[src/rtl/uart_tx_mmio.sv]
// uart_tx_mmio: memory-mapped 8N1 UART transmitter with a small TX FIFO.
//
// Register map (word addresses, full-width compare):
//   0 TXDATA  write pushes data_in[7:0]; reads return 0
//   1 STATUS  {.., count[4+FIFO_AW:4], overflow, busy, empty, full};
//             any write clears the sticky overflow bit
//   other     reads return 0, writes ignored
//
// Ports:
//   clk           system clock, rising edge
//   reset         asynchronous, active-high
//   write_enable  bus write strobe (one cycle per write)
//   read_enable   bus read strobe; data_out loads on the edge, else holds
//   address       word address within the peripheral
//   data_in       write data (only [7:0] used)
//   data_out      registered read data
//   uart_tx       serial line, idle high, driven straight from a flop
module uart_tx_mmio #(
  parameter int ADDR_WIDTH   = 8,
  parameter int DELAY_FRAMES = 234,
  parameter int FIFO_AW      = 3
) (
  input  logic                  clk,
  input  logic                  reset,
  input  logic                  write_enable,
  input  logic                  read_enable,
  input  logic [ADDR_WIDTH-1:0] address,
  input  logic [31:0]           data_in,
  output logic [31:0]           data_out,
  output logic                  uart_tx
);

  localparam int DEPTH = 1 << FIFO_AW;
  localparam int CW    = $clog2(DELAY_FRAMES);

  typedef enum logic [1:0] {IDLE, START, DATA, STOP} state_t;

  logic [7:0]         mem [DEPTH];
  logic [FIFO_AW-1:0] rd_ptr, wr_ptr;
  logic [FIFO_AW:0]   count;
  logic               overflow;

  state_t             state, state_d;
  logic [CW-1:0]      bit_cnt, bit_cnt_d;
  logic [2:0]         bit_idx, bit_idx_d;
  logic [7:0]         shift, shift_d;
  logic               tx_d;

  logic               sel_tx, sel_st;
  logic               full, empty, busy;
  logic               wr_tx, push, pop, bit_done;
  logic [31:0]        status, rdata;

  // Upper write-data bits have no function in this peripheral.
  logic               unused_data;
  assign unused_data = ^data_in[31:8];

  assign sel_tx   = (address == ADDR_WIDTH'(0));
  assign sel_st   = (address == ADDR_WIDTH'(1));
  assign full     = (count == (FIFO_AW+1)'(DEPTH));
  assign empty    = (count == '0);
  assign busy     = (state != IDLE);
  assign wr_tx    = write_enable && sel_tx;
  // Fullness is judged on the pre-edge count, so a pop on the same edge
  // does not rescue a write to a full FIFO.
  assign push     = wr_tx && !full;
  assign pop      = (state == IDLE) && !empty;
  assign bit_done = (bit_cnt == CW'(DELAY_FRAMES - 1));

  always_comb begin
    status                  = '0;
    status[0]               = full;
    status[1]               = empty;
    status[2]               = busy;
    status[3]               = overflow;
    status[4 +: FIFO_AW+1]  = count;
    if (sel_st) rdata = status;
    else        rdata = '0;
  end

  // FIFO bookkeeping
  always_ff @(posedge clk or posedge reset) begin
    if (reset) begin
      rd_ptr   <= '0;
      wr_ptr   <= '0;
      count    <= '0;
      overflow <= 1'b0;
    end else begin
      if (push) wr_ptr <= wr_ptr + FIFO_AW'(1);
      if (pop)  rd_ptr <= rd_ptr + FIFO_AW'(1);
      case ({push, pop})
        2'b10:   count <= count + (FIFO_AW+1)'(1);
        2'b01:   count <= count - (FIFO_AW+1)'(1);
        default: count <= count;
      endcase
      if (wr_tx && full)
        overflow <= 1'b1;
      else if (write_enable && sel_st)
        overflow <= 1'b0;
    end
  end

  always_ff @(posedge clk) begin
    if (push) mem[wr_ptr] <= data_in[7:0];
  end

  always_ff @(posedge clk or posedge reset) begin
    if (reset)            data_out <= '0;
    else if (read_enable) data_out <= rdata;
  end

  // Serializer state register
  always_ff @(posedge clk or posedge reset) begin
    if (reset) begin
      state   <= IDLE;
      bit_cnt <= '0;
      bit_idx <= '0;
      shift   <= '0;
      uart_tx <= 1'b1;
    end else begin
      state   <= state_d;
      bit_cnt <= bit_cnt_d;
      bit_idx <= bit_idx_d;
      shift   <= shift_d;
      uart_tx <= tx_d;
    end
  end

  always_comb begin
    state_d   = state;
    bit_cnt_d = bit_cnt;
    bit_idx_d = bit_idx;
    shift_d   = shift;
    case (state)
      IDLE: begin
        if (!empty) begin
          shift_d   = mem[rd_ptr];
          bit_cnt_d = '0;
          bit_idx_d = '0;
          state_d   = START;
        end
      end
      START: begin
        if (bit_done) begin
          bit_cnt_d = '0;
          bit_idx_d = '0;
          state_d   = DATA;
        end else begin
          bit_cnt_d = bit_cnt + CW'(1);
        end
      end
      DATA: begin
        if (bit_done) begin
          bit_cnt_d = '0;
          if (bit_idx == 3'd7) state_d   = STOP;
          else                 bit_idx_d = bit_idx + 3'd1;
        end else begin
          bit_cnt_d = bit_cnt + CW'(1);
        end
      end
      STOP: begin
        if (bit_done) begin
          bit_cnt_d = '0;
          state_d   = IDLE;
        end else begin
          bit_cnt_d = bit_cnt + CW'(1);
        end
      end
      default: state_d = IDLE;
    endcase

    // The line level is computed from the next state so the output flop
    // presents it in the same cycle the FSM enters that state.
    case (state_d)
      START:   tx_d = 1'b0;
      DATA:    tx_d = shift_d[bit_idx_d];
      default: tx_d = 1'b1;
    endcase
  end

endmodule

[config.mk]
export PLATFORM = sky130hd
export DESIGN_NAME = uart_tx_mmio
export DESIGN_NICKNAME = d
export VERILOG_FILES = /design/src/rtl/uart_tx_mmio.sv
export SDC_FILE = /design/constraint.sdc
export NUM_CORES = 1
export LEC_CHECK = 0
export CELL_PAD_IN_SITES_DETAIL_PLACEMENT = 1
export CELL_PAD_IN_SITES_GLOBAL_PLACEMENT = 2
export CORE_MARGIN = 10
export CORE_UTILIZATION = 37
export DETAILED_ROUTE_END_ITERATION = 10
export HOLD_SLACK_MARGIN = 0.03
export PLACE_DENSITY = 0.82
export SYNTH_ARGS = -nofsm -noshare
export SYNTH_HDL_FRONTEND = slang
export SYNTH_SLANG_ARGS = --single-unit
[constraint.sdc]
create_clock -name clk -period 2.9 [get_ports clk]
set_clock_uncertainty 0.2 [all_clocks]
set_input_delay 0.29 -clock clk [delete_from_list [all_inputs] [get_ports clk]]
set_output_delay 0.29 -clock clk [all_outputs]
set_load 0.1 [all_outputs]
Yosys cells after proc, flatten, opt, wreduce, memory -nomap -nowiden --
Memory sizes are Yosys's and may differ from the RTL's. Index checks and enable logic that the tools add are counted.
Storage, ports and cells: ROM bits 0, bits in latches 0, input bits 44, word-level logic and storage cells 69, flip-flop bits (word level) 65, memories 1, output and inout port bits 33, memory bits (writable) 64
Memories:
- mem | words 8, width 8, rd ports 1, clocked after memory_dff 0, write ports 1, RTL line 38 | logic [7:0] mem [DEPTH];
Operators by class: $add $sub $neg 6, div/mod/pow operators 0, reductions and logical operators 14, shift operators 0, bitwise logic cells 0, order comparisons 1, multiply operators 0, equality and inequality tests 12, muxes and demuxes 25
Operators with widths (number):
- two-way mux 8 bit | 5
- one-hot mux 8 bit (2 select lines) | 1
- two-way mux 3 bit | 4
- two-way mux 2 bit | 5
- adder 3 x 1 -> 3 bit, second input constant | 3
- one-hot mux 3 bit (3 select lines) | 1
- adder 8 x 1 -> 8 bit, second input constant | 1
- == test 2 bit, second input constant | 4
- == test 8 x 1 -> 1 bit, second input constant | 1
- == test 8 bit, second input constant | 1
- logical NOT 8 bit | 1
- one-hot mux 2 bit (4 select lines) | 1
- one-hot mux 4 bit (2 select lines) | 1
- == test 2 x 1 -> 1 bit, second input constant | 3
- nonzero test 2 bit | 3
- logical AND 1 bit | 5
- two-way mux 1 bit | 5
- adder 4 x 1 -> 4 bit, second input constant | 1
- == test 4 bit, second input constant | 1
- logical NOT 4 bit | 1
- less-than comparator 3 x 4 -> 1 bit, second input constant | 1
- subtractor 4 x 1 -> 4 bit, second input constant | 1
- binary-select mux 1 bit (select 3 bit) | 1
- == test 3 bit, second input constant | 1
- 5 further kinds | 6

Logic depth before layout (Yosys ltp) --
word-level depth 7, gate-level depth with buffers 12, depth with buffers taken out 12

Worst setup path after synthesis --
OpenSTA, ideal clock, no wires.
path kind in2reg, from input address[5], to register count[2], arrival 2.752 ns, path buffers 0, required time 2.575 ns, stages 12, setup time 0.125 ns, slack -0.177 ns, cells stage by stage or4_1 nor4_2 nand2_1 nor3_1 inv_1 ha_1 xor2_1 ha_1 a21oi_1 xor2_1 nor2_1 xor2_1
On the way: cells in the longest elaborated chain, start to end 5, elaborated cells on any way between the ends 7, those cells by class eq/ne (2); mux (1); reduce/logical (4)
Ends and longest elaborated chain:
- start: declaration | RTL line 27 | input logic [ADDR_WIDTH-1:0] address,
- logical NOT 8 bit * | RTL line 58 | assign sel_tx = (address == ADDR_WIDTH'(0));
- logical AND 1 bit * | RTL line 63 | assign wr_tx = write_enable && sel_tx;
- logical AND 1 bit * | RTL line 66 | assign push = wr_tx && !full;
- == test 2 x 1 -> 1 bit or == test 2 bit (tied branches) | RTL line 91 | case ({push, pop})
- one-hot mux 4 bit (2 select lines) or nonzero test 2 bit (tied branches)
- end signal: assignment | RTL line 92 | 2'b10: count <= count + (FIFO_AW+1)'(1);
- end signal: assignment | RTL line 93 | 2'b01: count <= count - (FIFO_AW+1)'(1);
- end signal: assignment | RTL line 94 | default: count <= count;
- end: declaration | RTL line 40 | logic [FIFO_AW:0] count;
Every way passes the cells marked *; elsewhere a longest branch is shown, timed or not. A chain may end at the register's enable or synchronous reset.

Worst setup path after layout --
from register bit_cnt[1], to register uart_tx
On the way: cells in the longest elaborated chain, start to end 6, elaborated cells on any way between the ends 13, those cells by class eq/ne (3); mux (10)
Ends and longest elaborated chain:
- start: declaration | RTL line 44 | logic [CW-1:0] bit_cnt, bit_cnt_d;
- start signal: assignment | RTL line 122 | bit_cnt <= bit_cnt_d;
- == test 8 bit * | RTL line 68 | assign bit_done = (bit_cnt == CW'(DELAY_FRAMES - 1));
- two-way mux 3 bit, on equally long branches | RTL line 153, 144
- one-hot mux 3 bit (3 select lines) * | RTL line 134 | case (state)
- via bit_idx_d[0] | RTL line 45 | logic [2:0] bit_idx, bit_idx_d;
- binary-select mux 1 bit (select 3 bit) * | RTL line 176 | DATA: tx_d = shift_d[bit_idx_d];
- two-way mux 1 bit (not written as such) * | RTL line 176
- one-hot mux 1 bit (2 select lines) * | RTL line 174 | case (state_d)
- via tx_d | RTL line 47 | logic tx_d;
- end signal: assignment | RTL line 125 | uart_tx <= tx_d;
- end: declaration | RTL line 30 | output logic uart_tx
Mark *: on every way through the listed nets, which the timed path passes. The rest lies on a longest branch. The select of a mux whose other input is x is not followed.

==> run metrics <==
1st-iter DRT viols=190; Worst-Margin Slew=1.18 ns; Post-synth EDFFs=64; fin. max-slew vios=0; placed insts=557; minimum hold slack=0.193 ns; clock slew at reported path FFs=0.07 ns; Clock power frac=26.3%; crit end category=register; RSZ-0062 raised after global routing=yes; post-DR wirelength/cell=16.3 um; Yosys cell types=50; CP required=2.97 ns; worst r2r dst=uart_tx; min Tclk post-route=2.76 ns; number of global-route vias before repair=2989; Comb power frac=29.3%; final HPWL from detailed placement=6890 um; Yosys warnings=0; Leak=2.13 nW; Primary FF master, synth=edfxtp_1; post-DR vias/cell=4.72; NetSw=1.45 mW; Yosys reg bits=105; cell area after synthesis=4690 um^2; Clk Latency, worst-skew pair=0.34 ns; FF-to-FF path depth=10; layout cells sized above 1=22.9%; Vias=2706; Reg power frac=44.3%; area of the core=12500 um^2; MaxCap Viol Count=0; Fillers=1312; Tcrit/Tclk final=95.0%; switch share=33.0%; total power=4.40 mW; Die Ht=133 um; CTS max path bufs=2; CTS tree=done; final worst setup slack=0.145 ns; asr flop ratio synth=39.0%; design area=5580 um^2; synthesized area per cell=13.8 um^2; P_int=2.95 mW; overflow left after global routing=0; cts bufs inserted=9; relative slew slack=20.4%; H-tree depth=3; Die W=133 um; final wirelength=9340 um; CTS Root Cell=clkbuf_16; Synth Instances=339; Tot GR Track Use=10.9%; Hold Crit Class=in -> async; # nets final=448; startpoint types=register; sequential area share after synthesis=62.9%; postcts setup bufs=0; setup tns final=0 ns; DRC violations left=0; final setup violating endpoints=0; antenna violations before repair=0; kind of critical path=reg -> reg; CTS Sinks=105; count of buffers from port buffering=28; post-route insts no fill=573; reg-to-reg startpoint=bit_cnt[1]; outcome=completed; final RePlAce weighted congestion=0.765; post-route ant nets=0; largest area contributor in the netlist=edfxtp_1; critical-path maximum fanout=5; pre-CTS setup slack=-0.384 ns; first-pass GRT wire length=15500 um; maximum vdd drop=326 uV; Rows=41; Critical Path AT=2.82 ns; largest net degree at the start of global routing=42; antenna cells=0; Worst R2R Setup Slack=0.14 ns; final core utilization=44.6%; Synth top area share=41.0%; Synth area leaders=edfxtp_1 41%, dfrtp_1 21%, mux4_2 7.7%, buf_4 4.0%, ha_1 2.1%; Final Hold Viols=0; Critical Path Start=bit_cnt[1]; Die Area=17600 um^2; I/O pin cnt=77; Initial Util=37.4%; critical path endpoint=uart_tx; DRT Pass-1 Iters=4; pwr dens=787 nW/um^2; Syn-to-layout area delta=19.2%; f_max=363 MHz; dpl cell area=5290 um^2
[registers in the layout, indices dropped and copies added (netlist names)]
register / flops
count: 4
rd_ptr: 3
uart_tx: 1
state: 2
wr_ptr: 3
bit_cnt: 8
shift: 8
overflow: 1
bit_idx: 3
mem: 64
data_out: 8
[cells in the final DEF (no fill, tap or decap), types with 3 or more instances in the layout]
master,synthesis,routed
a21oi_1,12,11
a31oi_1,3,3
and3_1,4,4
buf_4,25,41
clkbuf_16,0,9
clkdlybuf4s50_1,0,19
conb_1,1,24
dfrtp_1,40,39
edfxtp_1,64,64
ha_1,8,7
inv_1,13,12
inv_6,0,3
mux2_2,3,3
mux2i_1,10,10
mux4_2,16,16
nand2_1,26,26
nand2b_1,5,5
nand3_1,3,3
nand3b_1,4,4
nor2_1,24,24
nor2b_1,3,3
o21ai_0,20,20
xnor2_1,6,6
xor2_1,5,5
[cells in the mapped netlist (4+ instances only)]
| master | number |
|---|---|
| nand3b_1 | 4 |
| buf_4 | 25 |
| mux4_2 | 16 |
| and3_1 | 4 |
| mux2i_1 | 10 |
| ha_1 | 8 |
| nand2_1 | 26 |
| xnor2_1 | 6 |
| clkbuf_1 | 5 |
| dfrtp_1 | 40 |
| inv_1 | 13 |
| a21oi_1 | 12 |
| xor2_1 | 5 |
| edfxtp_1 | 64 |
| nor2_1 | 24 |
| nand2b_1 | 5 |
| o21ai_0 | 20 |
[repair_timing]
action / in CTS / in global routing
gates resized for setup: 0 / 3
endpoints found under the setup margin: 1 / 3
pin swaps: 2 / 1
hold buffers: 0 / 0
[cell type report]
| type | instances | area, um^2 | share of cell area, % |
|---|---|---|---|
| Multi-Input combinational cell | 207 | 1590 | 28.5 |
| Clock inverter | 7 | 57.6 | 1.03 |
| Inverter | 13 | 48.8 | 0.874 |
| Timing Repair Buffer | 60 | 498 | 8.92 |
| Clock buffer | 9 | 225 | 4.03 |
| Tap cell | 172 | 215 | 3.85 |
| Sequential cell | 105 | 2950 | 52.8 |
[cell families (layout without fill, tap and decap cells)]
kind of cell / count (synthesis) / count (layout) / synth area share, %
fa+ha+maj: 8 / 8 / 2.14
buf+inv: 50 / 89 / 6.27
flops: 105 / 105 / 62.9
compound gates: 48 / 48 / 6.11
simple gates: 86 / 86 / 9.61
mux: 30 / 30 / 10.8
other cells: 1 / 24 / 0.0800
xor+xnor: 11 / 11 / 2.06
[metal layers]
layer	global-route usage, %	up-vias	part of all wire (%)
met1	12.0	1352	41
li1	-	1306	-
met5	0	-	0
met2	19.9	41	54
met3	3.07	7	4.0
met4	3.12	0	0.74
[power by group through the flow]
stage | combinational (mW) | clock (mW) | sequential (mW)
2_1_floorplan | 1.06 | 0 | 1.90
3_3_place_gp | 1.26 | 0 | 1.98
3_5_place_dp | 1.30 | 0 | 1.99
4_1_cts | 1.31 | 1.20 | 1.96
5_1_grt | 1.45 | 1.26 | 1.98
6_report | 1.29 | 1.16 | 1.95
[how the worst min path moves through the flow]
| stage | startpoint | endpoint | slack [ns] | depth (start not counted) |
|---|---|---|---|---|
| 3_5_place_dp | overflow | data_out[3] | 0.28 | 2 |
| 6_report | reset | bit_cnt[7] | 0.19 | 3 |
| 2_1_floorplan | address[0] | overflow | 0.19 | 1 |
| 4_1_cts | reset | bit_cnt[7] | 0.21 | 3 |
| 5_1_grt | reset | data_out[2] | 0.25 | 3 |
| 3_3_place_gp | overflow | data_out[3] | 0.27 | 2 |
[worst max-delay path: stages (launching register included)]
cell      delay, ns
dfrtp_1        0.40
inv_1          0.07
ha_1           0.17
nand4b_2       0.16
buf_4          0.17
o31a_1         0.30
o31ai_4        0.21
nand2_2        0.14
mux2_1         0.35
and3_1         0.19
o32a_1         0.34
No activity file was read; power rests on OpenSTA's default activity.
